File: config.mk
export PLATFORM = sky130hd
export DESIGN_NAME = digit_entry
export DESIGN_NICKNAME = d
export VERILOG_FILES = /design/src/rtl/digit_entry.sv
export SDC_FILE = /design/constraint.sdc
export NUM_CORES = 1
export LEC_CHECK = 0
export CORE_ASPECT_RATIO = 1.75
export CORE_MARGIN = 8
export CORE_UTILIZATION = 56
export CTS_CLUSTER_DIAMETER = 120
export DETAILED_ROUTE_END_ITERATION = 6
export GPL_TIMING_DRIVEN = 1
export PLACE_DENSITY = 0.83
export SLEW_MARGIN = 20
export SYNTH_ARGS = -nofsm -noshare
export SYNTH_HDL_FRONTEND = slang
export SYNTH_SLANG_ARGS = --single-unit
export TNS_END_PERCENT = 5
File: constraint.sdc
create_clock -name on3 -period 4.7 [get_ports on3]
set_clock_uncertainty 0.1 [all_clocks]
set_input_delay 0.94 -clock on3 [delete_from_list [all_inputs] [get_ports on3]]
set_output_delay 0.94 -clock on3 [all_outputs]
set_load 0.01 [all_outputs]
File: src/rtl/digit_entry.sv
// digit_entry
// Push-button front end of the cube-root calculator. Two active-low keys
// build a DIGITS-wide decimal operand one position at a time; a rising
// SWITCH converts the BCD digits to binary and strobes `value` out.
//
// Optional feature macro: DIGIT_ENTRY_DEBOUNCE_EN
//   defined   : each key is debounced (DEBOUNCE_CYCLES stable samples)
//   undefined : the synchronized key level drives the press detector
//
// Ports
//   on3           in   system clock, rising edge
//   RESET         in   synchronous active-high reset
//   KEY_DIGIT     in   active-low, press bumps the digit under the cursor
//   KEY_INCREMENT in   active-low, press advances the cursor (saturating)
//   SWITCH        in   0 = entry, 1 = calculate
//   bcd           out  entered digits, position t has weight 10^t
//   digit_set     out  bit t = position t has been touched
//   cursor        out  current position
//   value         out  binary operand (zero-extended)
//   value_valid   out  one-cycle strobe when `value` updates
module digit_entry #(
  parameter int DIGITS          = 6,
  parameter int DEBOUNCE_CYCLES = 16
) (
  input  logic                   on3,
  input  logic                   RESET,
  input  logic                   KEY_DIGIT,
  input  logic                   KEY_INCREMENT,
  input  logic                   SWITCH,
  output logic [DIGITS-1:0][3:0] bcd,
  output logic [DIGITS-1:0]      digit_set,
  output logic [2:0]             cursor,
  output logic [31:0]            value,
  output logic                   value_valid
);

  localparam int ACC_W = 20;

  typedef enum logic [1:0] {
    ST_ENTRY,
    ST_CONVERT,
    ST_DONE
  } state_t;

  // ---------------------------------------------------------------
  // Key path: synchronizer -> (optional debouncer) -> falling-edge
  // detector. Index 0 is KEY_DIGIT, index 1 is KEY_INCREMENT.
  // ---------------------------------------------------------------
  logic [1:0] key_raw;
  logic [1:0] key_press;

  assign key_raw = {KEY_INCREMENT, KEY_DIGIT};

  genvar gi;
  generate
    for (gi = 0; gi < 2; gi++) begin : g_key
      logic sync1_reg;
      logic sync2_reg;
      logic db_level;
      logic prev_reg;

      always_ff @(posedge on3) begin
        if (RESET) begin
          sync1_reg <= 1'b1;
          sync2_reg <= 1'b1;
        end else begin
          sync1_reg <= key_raw[gi];
          sync2_reg <= sync1_reg;
        end
      end

`ifdef DIGIT_ENTRY_DEBOUNCE_EN
      localparam int CNT_W = $clog2(DEBOUNCE_CYCLES + 1);
      logic [CNT_W-1:0] cnt_reg;

      // Counts consecutive samples that disagree with the accepted level;
      // the level flips on the DEBOUNCE_CYCLES-th one.
      always_ff @(posedge on3) begin
        if (RESET) begin
          db_level <= 1'b1;
          cnt_reg  <= '0;
        end else if (sync2_reg == db_level) begin
          cnt_reg <= '0;
        end else if (cnt_reg == CNT_W'(DEBOUNCE_CYCLES - 1)) begin
          db_level <= sync2_reg;
          cnt_reg  <= '0;
        end else begin
          cnt_reg <= cnt_reg + 1'b1;
        end
      end
`else
      // Debounce length is irrelevant when the debouncer is bypassed.
      logic unused_cfg;
      assign unused_cfg = (DEBOUNCE_CYCLES > 0);
      assign db_level   = sync2_reg;
`endif

      always_ff @(posedge on3) begin
        if (RESET) prev_reg <= 1'b1;
        else       prev_reg <= db_level;
      end

      // 1 -> 0 of the accepted level is one press; a held key stays low.
      assign key_press[gi] = prev_reg & ~db_level;
    end
  endgenerate

  logic digit_press;
  logic inc_press;
  assign digit_press = key_press[0];
  assign inc_press   = key_press[1];

  // ---------------------------------------------------------------
  // SWITCH path: synchronizer plus edge detector.
  // ---------------------------------------------------------------
  logic sw_sync1_reg;
  logic sw_sync2_reg;
  logic sw_prev_reg;
  logic sw_rise;
  logic sw_fall;

  always_ff @(posedge on3) begin
    if (RESET) begin
      sw_sync1_reg <= 1'b0;
      sw_sync2_reg <= 1'b0;
      sw_prev_reg  <= 1'b0;
    end else begin
      sw_sync1_reg <= SWITCH;
      sw_sync2_reg <= sw_sync1_reg;
      sw_prev_reg  <= sw_sync2_reg;
    end
  end

  assign sw_rise = sw_sync2_reg & ~sw_prev_reg;
  assign sw_fall = ~sw_sync2_reg & sw_prev_reg;

  // ---------------------------------------------------------------
  // Entry / conversion FSM
  // ---------------------------------------------------------------
  state_t                  state_reg,  state_next;
  logic [DIGITS-1:0][3:0]  bcd_reg,    bcd_next;
  logic [DIGITS-1:0]       set_reg,    set_next;
  logic [2:0]              cursor_reg, cursor_next;
  logic [2:0]              index_reg,  index_next;
  logic [ACC_W-1:0]        acc_reg,    acc_next;
  logic [ACC_W-1:0]        value_reg,  value_next;
  logic                    valid_reg,  valid_next;
  logic [ACC_W-1:0]        acc_step;
  logic [3:0]              conv_digit;

  always_ff @(posedge on3) begin
    if (RESET) begin
      state_reg  <= ST_ENTRY;
      bcd_reg    <= '0;
      set_reg    <= '0;
      cursor_reg <= '0;
      index_reg  <= '0;
      acc_reg    <= '0;
      value_reg  <= '0;
      valid_reg  <= 1'b0;
    end else begin
      state_reg  <= state_next;
      bcd_reg    <= bcd_next;
      set_reg    <= set_next;
      cursor_reg <= cursor_next;
      index_reg  <= index_next;
      acc_reg    <= acc_next;
      value_reg  <= value_next;
      valid_reg  <= valid_next;
    end
  end

  always_comb begin
    state_next  = state_reg;
    bcd_next    = bcd_reg;
    set_next    = set_reg;
    cursor_next = cursor_reg;
    index_next  = index_reg;
    acc_next    = acc_reg;
    value_next  = value_reg;
    valid_next  = 1'b0;

    // Untouched positions contribute zero regardless of stored BCD.
    conv_digit = set_reg[index_reg] ? bcd_reg[index_reg] : 4'd0;
    acc_step   = acc_reg * ACC_W'(10) + ACC_W'(conv_digit);

    case (state_reg)
      ST_ENTRY: begin
        // Digit update uses the pre-advance cursor when both keys fire.
        if (digit_press) begin
          if (!set_reg[cursor_reg]) begin
            bcd_next[cursor_reg] = 4'd0;
            set_next[cursor_reg] = 1'b1;
          end else if (bcd_reg[cursor_reg] == 4'd9) begin
            bcd_next[cursor_reg] = 4'd0;
          end else begin
            bcd_next[cursor_reg] = bcd_reg[cursor_reg] + 4'd1;
          end
        end
        if (inc_press && (cursor_reg != 3'(DIGITS - 1))) begin
          cursor_next = cursor_reg + 3'd1;
        end
        if (sw_rise) begin
          state_next = ST_CONVERT;
          acc_next   = '0;
          index_next = 3'(DIGITS - 1);
        end
      end

      ST_CONVERT: begin
        if (sw_fall) begin
          // Abort: entry is discarded, previous value is kept, no strobe.
          state_next  = ST_ENTRY;
          bcd_next    = '0;
          set_next    = '0;
          cursor_next = '0;
        end else if (index_reg == 3'd0) begin
          value_next = acc_step;
          valid_next = 1'b1;
          state_next = ST_DONE;
        end else begin
          acc_next   = acc_step;
          index_next = index_reg - 3'd1;
        end
      end

      ST_DONE: begin
        if (sw_fall) begin
          state_next  = ST_ENTRY;
          bcd_next    = '0;
          set_next    = '0;
          cursor_next = '0;
        end
      end

      default: begin
        state_next = ST_ENTRY;
      end
    endcase
  end

  assign bcd         = bcd_reg;
  assign digit_set   = set_reg;
  assign cursor      = cursor_reg;
  assign value       = {{(32 - ACC_W){1'b0}}, value_reg};
  assign value_valid = valid_reg;

endmodule

Yosys cells after proc, flatten, opt, wreduce, memory -nomap -nowiden
Index checks and enable logic that the tools add are counted.
{"block": "op_classes", "add_sub_neg": 4, "mul": 1, "order_cmp": 3, "n_eq_ne": 13, "n_mux": 40, "bitwise": 13, "reduce_logical": 14}
{"cell": "$mux 24", "count": 4}
{"cell": "$mux 20", "count": 3}
{"cell": "$pmux 24 s2", "count": 1}
{"cell": "$pmux 20 s2", "count": 1}
{"cell": "$and 24x24->24", "count": 1}
{"cell": "$bmux 4 s3", "count": 2}
{"cell": "$bwmux 24", "count": 1}
{"cell": "$not 24->24", "count": 1}
{"cell": "$add 20x4->20", "count": 1}
{"cell": "$mul 20x3->19 const B", "count": 1}
{"cell": "$mux 6", "count": 3}
{"cell": "$mux 4", "count": 4}
{"cell": "$mux 3", "count": 5}
{"cell": "$ne 2x2->1 const B", "count": 7}
{"cell": "$demux 4 s3", "count": 1}
{"cell": "$pmux 3 s2", "count": 2}
{"cell": "$pmux 6 s2", "count": 1}
{"cell": "$reduce_and 3->1", "count": 4}
{"cell": "$lt 3x4->1 const B", "count": 2}
{"cell": "$mux 2", "count": 4}
{"cell": "$reduce_and 4->1", "count": 2}
{"cell": "$bmux 1 s3", "count": 2}
{"cell": "$ne 3x3->1 const B", "count": 2}
{"cell": "$not 1->1", "count": 6}
{"cell": "other kinds (19)", "count": 27}
{"block": "word_totals", "ff_bits": 88, "inputBits": 5, "out_inout_bits": 66}

Depth between registers and ports, before layout
Gate-level depths: netlist (run 1).
{"block": "depth", "word_depth": 10, "ltp_mapped": 13, "depth_no_buf": 13}

Least setup slack after synthesis (run 1)
No wires, ideal clock.
{"block": "synth_timing", "path_kind": "reg2reg", "start": "register index_reg[0]", "end": "register value_reg[17]", "setup_ps": 91, "arrival_ps": 3489, "required_ps": 4509, "setup_slack_ps": 1020, "path_stages_with_launch": 13, "cell_sequence": "dfxtp_1 > buf_1 > mux4_2 > a22oi_1 > nor2_1 > ha_1 > a21o_1 > nand2_1 > nor3_1 > nand3_1 > or3_4 > or3_1 > a311oi_1"}
{"block": "synth_via", "elab_chain_cells": 4, "elab_cells_between_ends": 8, "cone_classes": "add/sub: 1; mux: 5; reduce/logical: 2"}
{"element": "from (decl)", "line_no": "144", "rtl": "logic [2:0] index_reg, index_next;"}
{"element": "from (signal assigned)", "line_no": "166", "rtl": "index_reg <= index_next;"}
{"element": "$bmux 4 s3 or $bmux 1 s3 (tied branches)", "line_no": "184", "rtl": "conv_digit = set_reg[index_reg] ? bcd_reg[index_reg] : 4'd0;"}
{"element": "$mux 4 (not written as such) or $mux 1 (tied branches)", "line_no": "184"}
{"element": "$mux 4", "line_no": "184"}
{"element": "$add 20x4->20", "line_no": "185", "rtl": "acc_step = acc_reg * ACC_W'(10) + ACC_W'(conv_digit);"}
{"element": "to (signal assigned)", "line_no": "168", "rtl": "value_reg <= value_next;"}
{"element": "to (decl)", "line_no": "146", "rtl": "logic [ACC_W-1:0] value_reg, value_next;"}
Parallel ways exist; a longest one is shown, timed or not. The select of a mux whose other input is x is not followed.
A chain may end at the register's enable or synchronous reset.

Final worst setup path (run 1)
{"block": "layout_timing", "start": "register index_reg[0]", "end": "register acc_reg[18]"}
{"block": "layout_via", "elab_chain_cells": 7, "elab_cells_between_ends": 12, "cone_classes": "add/sub: 1; eq/ne: 1; mux: 8; reduce/logical: 2"}
{"element": "$bmux 4 s3 or $bmux 1 s3 (tied branches)", "line_no": "184"}
{"element": "$mux 4 (not written as such) or $mux 1 (tied branches)", "line_no": "184"}
{"element": "$mux 4", "line_no": "184"}
{"element": "$add 20x4->20", "line_no": "185"}
{"element": "$mux 20", "line_no": "217", "rtl": "end else if (index_reg == 3'd0) begin"}
{"element": "$mux 20", "line_no": "211", "rtl": "if (sw_fall) begin"}
{"element": "$pmux 20 s2", "line_no": "187", "rtl": "case (state_reg)"}
{"element": "to (signal assigned)", "line_no": "167", "rtl": "acc_reg <= acc_next;"}
{"element": "to (decl)", "line_no": "145", "rtl": "logic [ACC_W-1:0] acc_reg, acc_next;"}
Parallel ways exist; a longest one is shown, timed or not. The select of a mux whose other input is x is not followed.

==> impl_results.md, run 1 <==
- Area of the multi-input gates: 0.00342 sq mm
- CP startpoint kind: register
- WP data required: 4.87 ns
- P_leak: 2.49 nW
- Synth Area in XOR/XNOR: 0.0512
- Most common cell after layout, fill and taps aside: dfxtp_1
- Synth top area share: 0.319
- Ys flop type: dfxtp_1
- CTS Root Cell: clkbuf_16
- Setup crit end kind: register
- Port Buf Inserts: 58
- Peak VDD IR: 0.000236 V
- Sequential Area: 0.00174 sq mm
- Top cell type by total area after synthesis: dfxtp_1
- Reg2Reg Setup Slack: 0.83 ns
- Hold Crit Class: reg2reg
- Clk_lat worst skew: 0.35 ns
- Final wirelength: 15300 um
- Yosys warning total: 0
- CP max FO: 11
- Post-synth EDFFs: 0
- Layout cells sized above 1: 0.0957
- Max-cap violations: 0
- Final setup fails: 0
- DRC errors left: 0
- Unrepaired setup endpoints after global routing: false
- Pwr Total: 2.42 mW
- Yosys cell types: 78
- Main combinational cell family by area after synthesis: simple AND/OR/NAND/NOR gates
- Power per Cell Area: 383 mW/mm^2
- Multiplexer share of the synthesized area: 0.0383
- Fillers: 761
- Initial antenna violation count: 0
- Worst Tran Pin Value: 0.996 ns
- Post-CTS sizing: 0
- Simple-gate area share of the yosys netlist: 0.212
- Total number of vias: 4936
- Final worst path period share: 0.824
- Hold_buf cts: 0
- Antenna-violating nets left: 0
- Die X: 90.6 um
- Synth Cell Area: 0.00545 sq mm
- Synth Area per Inst: 8.76 sq um
- Die ar.: 0.0133 sq mm
- Initial DRT Pass Iterations: 7
- Minimum clock period: 3.87 ns
- Compound-Gate Fraction of Synth Area: 0.208
- Final instance count without filler cells: 791
- Area grow syn2layout: 15.9%
- Setup tns final: 0 ns
- Final #Nets: 715
- Top cells by area, synth: dfxtp_1, ha_1, nor2_1
- Status: completed
- Fin Hold WS: 0.311 ns
- H-tree depth: 3
- Site row count: 47
- Core ar.: 0.00947 sq mm
- Synth Area in Adders: 0.108
- Final core utilization: 0.667
- Vias per cell: 6.24
- First DRT Iteration DRCs: 249
- Number of global-route vias before repair: 5031
- Synthesis-stage register bit count: 87
- Placed Cells: 775
- Headroom to the max-slew limit: 0.334
- Final Hold Viols: 0
- Max reg flops: 24
- TritonCTS buffer count: 9
- N_diodes: 0
- Kind of critical path: reg2reg
- CP arrival: 4.04 ns
- GRT Residual Overflow: 0
- Largest net degree at the start of global routing: 61
- First-pass GRT wire length: 25100 um
- Syn Inst Count: 622
- Post-CTS setup buffer count: 0
- GRT Util Overall: 0.232
- HPWL after DPL: 11500 um
- Die H: 147 um
- Highest clock rate: 258 MHz
- Wire per inst: 19.3 um
- GPL Wtd Cong: 0.994
- Sequential share of the synthesized area: 0.319
- Effective utilization at floorplan: 0.576
- Max clock buf depth: 2
- Final Max Slew Viols: 0
- Ports: 71
- Clk sinks: 87
- Synth async-reset ratio: 0
- Commonest cells after routing, fill and taps aside: dfxtp_1, nor2_1, clkdlybuf4s50_1
- Reg clk slew, reported paths: 0.07 ns
- CTS tree: yes
## synth_stat cells (3+ instances only)
library cell  count
o211ai_1          5
nand3_1          20
xnor2_1          20
a21o_1           10
buf_2             5
mux2i_1           4
a31oi_1           8
o21ai_0          23
or3b_2            4
mux2_2            5
a22oi_1          35
clkbuf_1         23
ha_1             44
nand2_1          28
o22ai_1           6
o31ai_1           3
a211oi_1         15
nor4_1            4
nor3_1           10
or3_1             5
o21a_1           10
dfxtp_1          87
and2_1            6
buf_4            12
nand4b_1          4
nor2b_1          12
nand2b_1          3
mux4_2            5
nor3b_1           5
and3_1            4
a21oi_1          24
nor2_1           78
nand3b_1          4
xor2_1           10
a311oi_1          3
inv_1            17
or2_2             8
nand4_1           5
## critical path: stages, from the launching register on
cell      delay [ns]
dfxtp_1         0.35
buf_4           0.22
mux4_2          0.53
a22oi_1         0.20
nor2_1          0.10
ha_1            0.30
a21o_1          0.10
a21oi_1         0.10
nor4b_1         0.36
and4_1          0.30
nand4_1         0.20
nor4_1          0.60
nand3_1         0.18
o211ai_1        0.15
## routing by layer
layer,part of all wire,vias up,GRT usage,routed length [um]
li1,-,2331,-,-
met1,0.35,2352,0.229,5350
met2,0.53,199,0.426,8160
met3,0.062,54,0.0452,953
met4,0.052,0,0.153,796
met5,0,-,0,0
## cell families after synthesis
kind of cell / count (synthesis)
flops: 87
mux: 14
xor+xnor: 31
fa+ha+maj: 46
compound gates: 162
other cells: 1
buf+inv: 64
simple gates: 217
## power breakdown
part           internal (mW)  switching, mW
logic                  0.307          0.499
registers              0.807         0.0674
clock network          0.418          0.319
total                   1.53          0.885
## area by class of cell
cell class                 count  share of cell area
multi-input combinational    482               0.541
sequential                    87               0.276
timing repair buffer          66               0.101
clock buffer                   9              0.0356
tap                          122              0.0242
clock inverter                 7              0.0125
inverter                      18              0.0107
## per-stage QoR
step,setup WS (ns),cell area (sq um)
after floorplan,1.02,5490
after global placement,1.07,6010
after detailed placement,0.833,6010
after CTS,0.832,6320
after global routing,0.438,6320
final,0.826,6320
## path summary, 6_finish.rpt
| check | startpoint | to | cells after the start |
|---|---|---|---|
| max | index_reg[0] | acc_reg[18] | 13 |
| min | g_key[0].sync1_reg | g_key[0].db_level | 1 |
| max reg2reg | index_reg[0] | acc_reg[18] | 13 |
| min reg2reg | g_key[0].sync1_reg | g_key[0].db_level | 1 |
No activity file was read; power rests on OpenSTA's default activity.
==> run 2: changes to the inputs <==
--- a/config.mk
+++ b/config.mk
@@ -7,11 +7,11 @@
 export LEC_CHECK = 0
 export CORE_ASPECT_RATIO = 1.75
 export CORE_MARGIN = 8
-export CORE_UTILIZATION = 56
+export CORE_UTILIZATION = 51
 export CTS_CLUSTER_DIAMETER = 120
 export DETAILED_ROUTE_END_ITERATION = 6
 export GPL_TIMING_DRIVEN = 1
-export PLACE_DENSITY = 0.83
+export PLACE_DENSITY = 0.8
 export SLEW_MARGIN = 20
 export SYNTH_ARGS = -nofsm -noshare
 export SYNTH_HDL_FRONTEND = slang
==> constraint.sdc (replaced) <==
create_clock -name on3 -period 3.3 [get_ports on3]
set_clock_uncertainty 0.1 [all_clocks]
set_input_delay 0.66 -clock on3 [delete_from_list [all_inputs] [get_ports on3]]
set_output_delay 0.66 -clock on3 [all_outputs]
set_load 0.01 [all_outputs]
==> impl_results.md, run 2 (synthesis gave the netlist of run 1 again) <==
- Antenna-violating nets left: 0
- Vias per cell: 6.01
- Setup crit end kind: register
- Port Buf Inserts: 58
- HPWL after DPL: 13100 um
- Max clock buf depth: 2
- Final core utilization: 0.668
- Clk sinks: 87
- CP Buf/Inv Count: 1
- TritonCTS buffer count: 9
- First-pass GRT wire length: 27100 um
- H-tree depth: 3
- Most common cell after layout, fill and taps aside: dfxtp_1
- Unrepaired setup endpoints after global routing: true
- Final setup margin: -0.169 ns
- Total number of vias: 5237
- Die ar.: 0.0144 sq mm
- Hold_buf cts: 0
- CTS tree: yes
- CP startpoint kind: register
- CP arrival: 3.64 ns
- Final Max Slew Viols: 0
- Layout cells sized above 1: 0.221
- Wire per inst: 19.6 um
- Clk_lat worst skew: 0.34 ns
- First DRT Iteration DRCs: 258
- Crit path max-delay family: simple AND/OR/NAND/NOR gates
- Number of global-route vias before repair: 5530
- Crit-path cells: ha_1, ha_2, inv_2, fa_2, and2b_2, o2111ai_4, and4_4, or3_4, nand3b_4, or3_4, or4_1, nand3_1
- Commonest cells after routing, fill and taps aside: dfxtp_1, buf_4, nor2_1
- Site row count: 50
- Headroom to the max-slew limit: 0.354
- Kind of critical path: reg2reg
- Placed inst area: 0.00659 sq mm
- Peak VDD IR: 0.000374 V
- GRT Residual Overflow: 0
- Max-cap violations: 0
- Final Cell Area: 0.00706 sq mm
- N_diodes: 0
- Area grow syn2layout: 29.5%
- Max reg flops: 24
- Reg2Reg Setup Slack: -0.17 ns
- Largest net degree at the start of global routing: 85
- Die H: 153 um
- GRT Util Overall: 0.238
- CP max FO: 6
- Initial DRT Pass Iterations: 5
- Effective utilization at floorplan: 0.516
- Die X: 94.2 um
- Final #Nets: 787
- Reg clk slew, reported paths: 0.07 ns
- Final worst path period share: 1.05
- DRC errors left: 0
- CTS Root Cell: clkbuf_16
- Hold Crit Class: reg2reg
- GPL Wtd Cong: 0.932
- Crit-path slowest cell: or4_1
- Final Hold Viols: 0
- Power per Cell Area: 495 mW/mm^2
- Ports: 71
- Minimum clock period: 3.47 ns
- Most frequent CP cell: or3_4
- Core ar.: 0.0106 sq mm
- Final wirelength: 17100 um
- Final setup fails: 7
- Worst Tran Pin Value: 0.958 ns
- WP data required: 3.48 ns
- Setup tns final: -0.671 ns
- Highest clock rate: 288 MHz
- Failing checks: negative setup slack
- Crit path largest cell delay: 0.48 ns
- Initial antenna violation count: 0
- Status: finished, violations left
- P_leak: 2.93 nW
-- run 2: cell count changes in the layout (fill, tap and decap cells not counted), moves of 3 or more --
cell / before / now
dfxtp_1: 87 / 84
a22oi_1: 35 / 32
a22oi_2: 0 / 3
buf_12: 0 / 3
buf_4: 8 / 77
-- run 2: through the flow --
stage               worst slack (ns)  hold WS [ns]  total power [mW]  instances
detailed placement            -0.237         0.296              2.49        851
global route                  -0.288         0.330              3.67        871
floorplan                    -0.0275         0.289              2.01        633
finish                        -0.169         0.312              3.49        871
CTS                           -0.162         0.313              3.49        870
global placement              -0.158         0.294              2.45        851
-- run 2: power breakdown --
| part | internal, mW | total, mW | switching [mW] | leakage [nW] |
|---|---|---|---|---|
| registers | 1.15 | 1.24 | 0.0871 | 0.707 |
| logic | 0.495 | 1.26 | 0.765 | 2.08 |
| clock network | 0.558 | 0.996 | 0.437 | 0.144 |
| total | 2.20 | 3.49 | 1.29 | 2.93 |
-- run 2: timing repair --
item	4_1_cts	5_1_grt
endpoints found under the hold margin	0	0
cloned	0	0
endpoints found under the setup margin	18	30
resized for setup	18	14
pin swaps	12	11
buffers inserted	3	1
-- run 2: path summary, 6_finish.rpt --
kind / cells past startpoint / startpoint / to
worst max-delay path: 12 / acc_reg[1] / acc_reg[17]
worst min-delay path: 1 / g_key[1].sync1_reg / g_key[1].db_level
worst max register to register: 12 / acc_reg[1] / acc_reg[17]
worst min register to register: 1 / g_key[1].sync1_reg / g_key[1].db_level
-- run 2: routing by layer --
layer | routed length (um) | GRT usage | vias up
li1 | - | - | 2460
met1 | 5640 | 0.212 | 2498
met2 | 9430 | 0.442 | 199
met3 | 704 | 0.0365 | 80
met4 | 1280 | 0.195 | 0
met5 | 0 | 0 | -
-- run 2: layout make-up --
class | instances | area, sq um
multi-input cells | 482 | 3580
fillers | 864 | 3510
flip-flops and latches | 87 | 1750
repair buffers | 138 | 1210
clock buffers | 11 | 253
well taps | 130 | 163
inverters | 18 | 67.6
clock inverters | 5 | 41.3
